### src/rtl/elevator_pkg.sv
//------------------------------------------------------------------------------
// Module   : elevator_pkg
// Brief    : Shared encodings for the elevator dispatcher slice.
// Revision : 1.0 - initial release
//------------------------------------------------------------------------------
`default_nettype none

package elevator_pkg;

    typedef logic [1:0] dir_t;

    localparam logic ON    = 1'b1;
    localparam logic OFF   = 1'b0;
    localparam logic OPEN  = 1'b1;
    localparam logic CLOSE = 1'b0;
    localparam logic MOVE  = 1'b1;
    localparam logic HOLD  = 1'b0;

    localparam logic [1:0] STOP   = 2'b00;
    localparam logic [1:0] UP     = 2'b10;
    localparam logic [1:0] DOWN   = 2'b01;
    localparam logic [1:0] UPDOWN = 2'b11;

endpackage

`default_nettype wire

### src/rtl/elevator_request_latch.sv
//------------------------------------------------------------------------------
// Module   : elevator_request_latch
// Brief    : Pending hall/car call registers with clear-on-door-open and
//            above/below call summaries relative to the current floor.
// Revision : 1.0 - initial release
//------------------------------------------------------------------------------
`default_nettype none

module elevator_request_latch #(
    parameter int FLOORS     = 7,
    parameter int FW         = 3,
    parameter int PARK_FLOOR = 1
) (
    input  logic                clk,
    input  logic                reset,
    input  logic                enable,
    input  logic [FW-1:0]       currentFloor,
    input  logic [2*FLOORS-1:0] floorButton,
    input  logic [FLOORS-1:0]   internalButton,
    input  logic                clear_en,
    input  logic [1:0]          direction,
    input  logic                park_set,
    output logic [2*FLOORS-1:0] hallPending,
    output logic [FLOORS-1:0]   carPending,
    output logic                anyUpper,
    output logic                anyLower,
    output logic                here_car,
    output logic                here_up,
    output logic                here_down
);
    import elevator_pkg::*;

    logic [FLOORS-1:0]   w_here;
    logic [FLOORS-1:0]   w_above;
    logic [FLOORS-1:0]   w_below;
    logic [FLOORS-1:0]   w_floor_any;
    logic [FLOORS-1:0]   w_car_clr;
    logic [FLOORS-1:0]   w_park_vec;
    logic [FLOORS-1:0]   w_up_here;
    logic [FLOORS-1:0]   w_dn_here;
    logic [2*FLOORS-1:0] w_hall_set;
    logic [2*FLOORS-1:0] w_hall_clr;
    logic                w_clr_up;
    logic                w_clr_dn;

    // A STOP car serves both hall directions at the open door.
    assign w_clr_up = clear_en && (direction == UP   || direction == STOP);
    assign w_clr_dn = clear_en && (direction == DOWN || direction == STOP);

    for (genvar f = 1; f <= FLOORS; f++) begin : g_floor
        assign w_here[f-1]       = (currentFloor == FW'(f));
        assign w_above[f-1]      = (FW'(f) > currentFloor);
        assign w_below[f-1]      = (FW'(f) < currentFloor);
        assign w_floor_any[f-1]  = carPending[f-1] | hallPending[2*f-1] | hallPending[2*f-2];
        assign w_car_clr[f-1]    = clear_en & w_here[f-1];
        assign w_hall_clr[2*f-1] = w_clr_up & w_here[f-1];
        assign w_hall_clr[2*f-2] = w_clr_dn & w_here[f-1];
        // No UP call exists at the top floor, no DOWN call at floor 1.
        assign w_hall_set[2*f-1] = (f != FLOORS) & floorButton[2*f-1];
        assign w_hall_set[2*f-2] = (f != 1) & floorButton[2*f-2];
        assign w_park_vec[f-1]   = park_set & (f == PARK_FLOOR);
        assign w_up_here[f-1]    = hallPending[2*f-1] & w_here[f-1];
        assign w_dn_here[f-1]    = hallPending[2*f-2] & w_here[f-1];
    end

    assign anyUpper  = |(w_floor_any & w_above);
    assign anyLower  = |(w_floor_any & w_below);
    assign here_car  = |(carPending & w_here);
    assign here_up   = |w_up_here;
    assign here_down = |w_dn_here;

    always_ff @(posedge clk or posedge reset) begin
        if (reset) begin
            hallPending <= '0;
            carPending  <= '0;
        end else if (enable) begin
            hallPending <= (hallPending | w_hall_set) & ~w_hall_clr;
            carPending  <= (carPending | internalButton | w_park_vec) & ~w_car_clr;
        end
    end

endmodule

`default_nettype wire

### src/rtl/elevator_dispatcher.sv
//------------------------------------------------------------------------------
// Module   : elevator_dispatcher
// Brief    : Direction FSM, stop decision, idle parking and floor error flag
//            for a single car.
// Revision : 1.0 - initial release
//------------------------------------------------------------------------------
`default_nettype none

module elevator_dispatcher #(
    parameter int FLOORS     = 7,
    parameter int FW         = 3,
    parameter int PARK_FLOOR = 1,
    parameter int PARK_DELAY = 64
) (
    input  logic                clk,
    input  logic                reset,
    input  logic                enable,
    input  logic [FW-1:0]       currentFloor,
    input  logic [2*FLOORS-1:0] floorButton,
    input  logic [FLOORS-1:0]   internalButton,
    input  logic                doorState,
    input  logic                move,
    output logic [1:0]          nextDirection,
    output logic                stopHere,
    output logic [2*FLOORS-1:0] hallPending,
    output logic [FLOORS-1:0]   carPending,
    output logic                floorError
);
    import elevator_pkg::*;

    logic       w_valid;
    logic       w_clear_en;
    logic       w_park_set;
    logic       w_any_pending;
    logic       w_any_upper;
    logic       w_any_lower;
    logic       w_here_car;
    logic       w_here_up;
    logic       w_here_down;
    logic [1:0] w_dir_next;
    logic       w_stop_next;

    assign w_valid       = (currentFloor != '0) && (currentFloor <= FW'(FLOORS));
    assign w_clear_en    = w_valid && (move == HOLD) && (doorState == OPEN);
    assign w_any_pending = (|hallPending) | (|carPending);

    elevator_request_latch #(
        .FLOORS     (FLOORS),
        .FW         (FW),
        .PARK_FLOOR (PARK_FLOOR)
    ) u_latch (
        .clk            (clk),
        .reset          (reset),
        .enable         (enable),
        .currentFloor   (currentFloor),
        .floorButton    (floorButton),
        .internalButton (internalButton),
        .clear_en       (w_clear_en),
        .direction      (nextDirection),
        .park_set       (w_park_set),
        .hallPending    (hallPending),
        .carPending     (carPending),
        .anyUpper       (w_any_upper),
        .anyLower       (w_any_lower),
        .here_car       (w_here_car),
        .here_up        (w_here_up),
        .here_down      (w_here_down)
    );

    always_comb begin
        w_dir_next = STOP;
        case (nextDirection)
            UP:      if (w_any_upper) w_dir_next = UP;   else if (w_any_lower) w_dir_next = DOWN;
            DOWN:    if (w_any_lower) w_dir_next = DOWN; else if (w_any_upper) w_dir_next = UP;
            default: if (w_any_upper) w_dir_next = UP;   else if (w_any_lower) w_dir_next = DOWN;
        endcase
    end

    // An opposite-direction hall call is served only when the car turns here.
    always_comb begin
        w_stop_next = 1'b0;
        case (nextDirection)
            UP:      w_stop_next = w_here_car | w_here_up   | (w_here_down & ~w_any_upper);
            DOWN:    w_stop_next = w_here_car | w_here_down | (w_here_up   & ~w_any_lower);
            default: w_stop_next = w_here_car | w_here_up   | w_here_down;
        endcase
    end

    always_ff @(posedge clk or posedge reset) begin
        if (reset) begin
            nextDirection <= STOP;
            stopHere      <= 1'b0;
            floorError    <= 1'b0;
        end else if (enable) begin
            floorError <= floorError | ~w_valid;
            stopHere   <= w_valid & w_stop_next;
            if (!w_valid) begin
                nextDirection <= STOP;
            end else if ((move == HOLD) && (doorState == CLOSE)) begin
                nextDirection <= w_dir_next;
            end
        end
    end

    if (PARK_DELAY > 0) begin : g_park
        localparam int             IW          = $clog2(PARK_DELAY + 1);
        localparam logic [IW-1:0]  c_park_max  = IW'(PARK_DELAY);
        localparam logic [IW-1:0]  c_park_last = IW'(PARK_DELAY - 1);

        logic [IW-1:0] r_idle;
        logic          w_idle;
        logic          w_fire;

        assign w_idle = (nextDirection == STOP) && !w_any_pending && (doorState == CLOSE);
        // Fires on the cycle the count reaches PARK_DELAY; at the park floor it saturates instead.
        assign w_fire = enable && w_idle && (r_idle == c_park_last)
                        && (currentFloor != FW'(PARK_FLOOR));
        assign w_park_set = w_fire;

        always_ff @(posedge clk or posedge reset) begin
            if (reset) begin
                r_idle <= '0;
            end else if (enable) begin
                if (!w_idle || w_fire) begin
                    r_idle <= '0;
                end else if (r_idle != c_park_max) begin
                    r_idle <= r_idle + IW'(1);
                end
            end
        end
    end else begin : g_no_park
        assign w_park_set = 1'b0;
    end

endmodule

`default_nettype wire

### config.mk
export PLATFORM = sky130hd
export DESIGN_NAME = elevator_dispatcher
export DESIGN_NICKNAME = d
export VERILOG_FILES = /design/src/rtl/elevator_pkg.sv /design/src/rtl/elevator_request_latch.sv /design/src/rtl/elevator_dispatcher.sv
export SDC_FILE = /design/constraint.sdc
export NUM_CORES = 1
export LEC_CHECK = 0
export ABC_AREA = 1
export CELL_PAD_IN_SITES_DETAIL_PLACEMENT = 0
export CELL_PAD_IN_SITES_GLOBAL_PLACEMENT = 1
export CORE_MARGIN = 10
export CORE_UTILIZATION = 34
export DETAILED_ROUTE_END_ITERATION = 10
export GPL_ROUTABILITY_DRIVEN = 0
export PLACE_DENSITY = 0.88
export SLEW_MARGIN = 20
export SYNTH_ARGS = -nofsm -noshare
export SYNTH_HDL_FRONTEND = slang
export SYNTH_SLANG_ARGS = --single-unit
### constraint.sdc
create_clock -name clk -period 1.85 [get_ports clk]
set_input_delay 0.37 -clock clk [delete_from_list [all_inputs] [get_ports clk]]
set_output_delay 0.37 -clock clk [all_outputs]
set_load 0.02 [all_outputs]
==> flow_metrics.tcl <==
set metrics [dict create \
    status "complete, no violations" \
    drt_drc_violations_left 0 \
    place_area_um2 2760 \
    clockPowerShare_pct 31.6 \
    drt_first_pass_iters 5 \
    critPathMaxFanout 5 \
    path_cells "clkdlybuf4s50_1" \
    synthTopCellsByArea "dfrtp_1 40%, nand2_1 15%, a21oi_1 8.3%" \
    required_ps 1480 \
    timing.fmax_mhz 559 \
    cts_hold_buffers 0 \
    syn_area_um2 1990 \
    layout_common_cells "77 x nand2_1, 48 x clkdlybuf4s50_1, 34 x inv_1" \
    reg2reg_depth 9 \
    hp-class "input port to asynchronous set/reset pin" \
    die_area_um2 9300 \
    critPathArrivalTime_ps 1420 \
    layout-drive-gt1-share_pct 14.6 \
    synthCells 281 \
    critPathCaptureType "output pin" \
    synth-simple-area-share_pct 32.5 \
    start_util_pct 35.6 \
    grt_usage_pct 14.2 \
    fin_skew_ps 4.01 \
    grt_max_degree 33 \
    setup_ws_ps 62.1 \
    p_int_mw 1.24 \
    finalCritPeriodShare_pct 96.6 \
    antenna_found_initial 0 \
    cts_tree "done" \
    port_buffers 51 \
    syn_nets 312 \
    min_period_ps 1790 \
    whs_ps 466 \
    combPwrFrac_pct 24.4 \
    fin_cells 434 \
    die_h_um 96.4 \
    seqPwrFrac_pct 44.0 \
    mostFrequentLayoutCell "nand2_1" \
    syn_to_final_growth_pct 44.9 \
    maxSlewViolCount 0 \
    power_leakage_nw 1.43 \
    grt_first_pass_wirelength_mm 10.3 \
    dr_total_vias 2164 \
    tightest_slew_ps 422 \
    power_density_nw_per_um2 619 \
    clk_latency_ps 290 \
    first_global_vias 2145 \
    post_drt_wl_per_cell_um 14.6 \
    cpMaxStageDelayCell "clkdlybuf4s50_1" \
    path_depth 1 \
    crit_family "buffers and inverters" \
    final_cell_area_um2 2880 \
    dpl_worst_slack_ps -173 \
    synth_top_family_by_area "simple AND/OR/NAND/NOR gates" \
    rsz0062_at_grt "false" \
    cts_sinks 32 \
    critPathKind "register to output pin" \
    synth_cell_type_count 31 \
    pin_count 54 \
    diodes 0 \
    rows 27 \
    grt_overflow 0 \
    slowest_delay_ps 660 \
    fillers 570 \
    synthMuxAreaShare_pct 0 \
    startpoint_type "register" \
    final-setup-viol-count 0 \
    syn_area_per_cell_um2 7.07 \
    synth_compound_area_share_pct 14.8 \
    cts-root-buf "clkbuf_8" \
    yosys_warnings 0 \
    coreArea_um2 5570 \
    dpl.hpwl_mm 4.97 \
    yosysTopAreaCellShare_pct 40.3 \
    drt_iter0_markers 140 \
    htree_levels 2 \
    worst-path-buf-inv 1 \
    yosys.area_share.xor_xnor_pct 1.76 \
    ys_ff_latch 32 \
    final_util_pct 51.6 \
    via_per_inst 4.99 \
    p_sw_uw 543 \
    tns_ps 0 \
    drv_cap 0 \
    synth_area_leader_cell "dfrtp_1" \
    die_w_um 96.4 \
    final_nets 392 \
    place_inst 426 \
    ys_seq_area_share_pct 40.3 \
    drt_wl_total_mm 6.34 \
    total_power_mw 1.78 \
    ant_nets 0 \
    swShare_pct 30.5 \
    hold_violations 0 \
    ir_drop_v 0.000282 \
    slew_headroom_pct 71.9 \
    clockBufferDepth 2 \
    path_clk_slew_ps 70 \
    cts_buffers 5 \
    synth_fa_ha_area_share_pct 1.26 \
]
[final cells by class]
type / instances / area [um^2] / share of cell area (%)
Tap cell: 72 / 90.1 / 3.13
Clock buffer: 6 / 82.6 / 2.87
Inverter: 39 / 150 / 5.22
Timing Repair Buffer: 79 / 728 / 25.3
Sequential cell: 32 / 801 / 27.8
Multi-Input combinational cell: 204 / 1010 / 35.3
Clock inverter: 2 / 10.0 / 0.348
[what timing repair did]
action / 4_1_cts / 5_1_grt
setup buffers: 0 / 0
setup endpoints to repair: 0 / 17
resized for setup: 0 / 7
[per-layer routing]
metal	global-route usage, %	vias up	share of wire, %
li1	-	1075	-
met1	16.9	1026	42
met2	24.6	58	51
met3	3.93	5	6.4
met4	3.63	0	0.60
met5	0	-	0
[logic make-up (layout without fill, tap and decap cells)]
group                      Yosys count  in the layout
buffers and inverters               45            126
AOI/OAI and AO/OA                   54             54
and+or+nand+nor                    144            144
adders and majority gates            2              2
xor gates and xnor gates             4              4
DFF                                 32             32
[power by group through the flow]
stage	registers [mW]	clock network [mW]	logic (mW)
6_report	0.783	0.563	0.435
5_1_grt	0.789	0.615	0.474
4_1_cts	0.783	0.578	0.436
3_5_place_dp	0.797	0	0.434
3_3_place_gp	0.796	0	0.429
2_1_floorplan	0.838	0	0.160
[sequential cells by signal, summed over array words and instances (netlist names)]
signal and flops:
stopHere 1, nextDirection 2, floorError 1, u_latch.carPending 7, u_latch.hallPending 14, g_park.r_idle 7
[path summary, 6_finish.rpt]
path	slack (ps)	end	from
hold / removal	470	g_park.r_idle[1]$_DFFE_PP0P_	reset
hold reg to reg	480	floorError$_DFFE_PP0P_	floorError$_DFFE_PP0P_
setup / recovery	60	nextDirection[0]	nextDirection[0]$_DFFE_PP0P_
max in group asynchronous	1080	u_latch.hallPending[12]$_DFFE_PP0P_	reset
min in group clk	480	floorError$_DFFE_PP0P_	floorError$_DFFE_PP0P_
setup reg to reg	170	g_park.r_idle[3]$_DFFE_PP0P_	u_latch.hallPending[1]$_DFFE_PP0P_
[cell usage after synthesis, drive strengths merged]
master / n
nand2: 79
inv: 38
nor2: 34
a21oi: 33
dfrtp: 32
nand3: 11
nand4: 11
o21ai: 9
nor3: 6
a31oi: 5
buf: 4
o22ai: 3
xor2: 3
a21o: 2
clkbuf: 2
ha: 2
o21bai: 2
or2: 2
clkinv: 1
nand3b: 1
xnor2: 1
(Power assumes the default switching activity.)
==> variant (same settings) <==
Change the package constant `HOLD` from 1'b0 to 1'b1.
--- a/src/rtl/elevator_pkg.sv
+++ b/src/rtl/elevator_pkg.sv
@@ -14,7 +14,7 @@
     localparam logic OPEN  = 1'b1;
     localparam logic CLOSE = 1'b0;
     localparam logic MOVE  = 1'b1;
-    localparam logic HOLD  = 1'b0;
+    localparam logic HOLD  = 1'b1;
 
     localparam logic [1:0] STOP   = 2'b00;
     localparam logic [1:0] UP     = 2'b10;
Function: changed (Yosys sat finds a counterexample within 4 cycles, from zero or initial values and one cycle with reset high).
==> variant against the original RTL <==
  * Sequential cell count unchanged
  * Setup slack improved by 36 ps
  * Power shrank 2.9%
  * Routed wire length down 2.9%
  * Synthesized area down 2.0%
  * Design area shrank 2.4%
  * Synthesized cell count stayed put
  * Global-route usage shrank 0.17 points
  * Count of clock-buffer cells in the layout unchanged
==> variant: results (changes against the original RTL) <==
| Metric | Value |
|---|---|
| Met2 global-route usage | `0.235 (was 0.246)` |
| Average wire per cell in the routed design | `14.3 microns (was 14.6 microns)` |
| Status | `finished clean (unchanged)` |
| Clock-cell share | `0.0276 (was 0.0322)` |
| Critical path launch point | `nextDirection[1]$_DFFE_PP0P_ (was nextDirection[0]$_DFFE_PP0P_)` |
| Cells after DPL | `424 (was 426)` |
| Met2 wire len | `2930 microns (was 3210 microns)` |
| Count of multi-input gates | `208 (was 204)` |
| Met1 usage | `0.167 (was 0.169)` |
| NumNets Final | `390 (was 392)` |
| Worst-Margin Slew | `416 ps (was 422 ps)` |
| Inverters | `34 (was 39)` |
| First-pass GRT wire length | `10100 microns (was 10300 microns)` |
| RR Endpoint | `g_park.r_idle[1]$_DFFE_PP0P_ (was g_park.r_idle[3]$_DFFE_PP0P_)` |
| M3 GR Usage | `0.0479 (was 0.0393)` |
| Clk_skew | `1.74 ps (was 4.01 ps)` |
| Crit path capture | `nextDirection[1] (was nextDirection[0])` |
| Metal3 WL | `425 microns (was 403 microns)` |
| Hold slack | `468 ps (was 466 ps)` |
| Min cycle time layout | `1750 ps (was 1790 ps)` |
| Share of cells above drive strength 1 | `0.120 (was 0.146)` |
| Sequential portion of the cell area | `0.285 (was 0.278)` |
| Maximum VDD drop | `0.334 mV (was 0.282 mV)` |
| Via count | `2124 (was 2164)` |
| Reg2reg path depth | `8 (was 9)` |
| Met1 WL | `2710 microns (was 2680 microns)` |
-- variant: cell count changes in the layout (fill, tap and decap cells not counted), moves of 2 or more --
cell,before,now
buf_4,28,26
o21ai_1,0,2
a21oi_1,33,35
nand2_1,77,83
xor2_1,3,5
o22ai_1,3,1
nor2_1,28,32
inv_1,34,29
nor2_4,3,1
o21ai_0,8,6
-- variant: report_power, final --
group	internal (uW)	leakage (uW)	total (uW)	switching [uW]
Sequential	740	0.000340	782	41.4
Clock	255	0.0000410	512	257
Combinational	204	0.000995	435	230
Total	1200	0.00138	1730	529
-- variant: through the flow --
step	area [sq um]	power (uW)	setup TNS, ps	util
2_1_floorplan	1950	991	0	-
3_3_place_gp	2730	1230	-1820	0.492
3_5_place_dp	2730	1230	-2340	0.492
4_1_cts	2800	1750	0	0.506
5_1_grt	2810	1830	0	0.507
6_report	2810	1730	0	0.507
-- variant: repair_timing --
item / in CTS / in global routing
resized for setup: 0 / 2
setup endpoints to repair: 0 / 2
setup buffers: 0 / 0
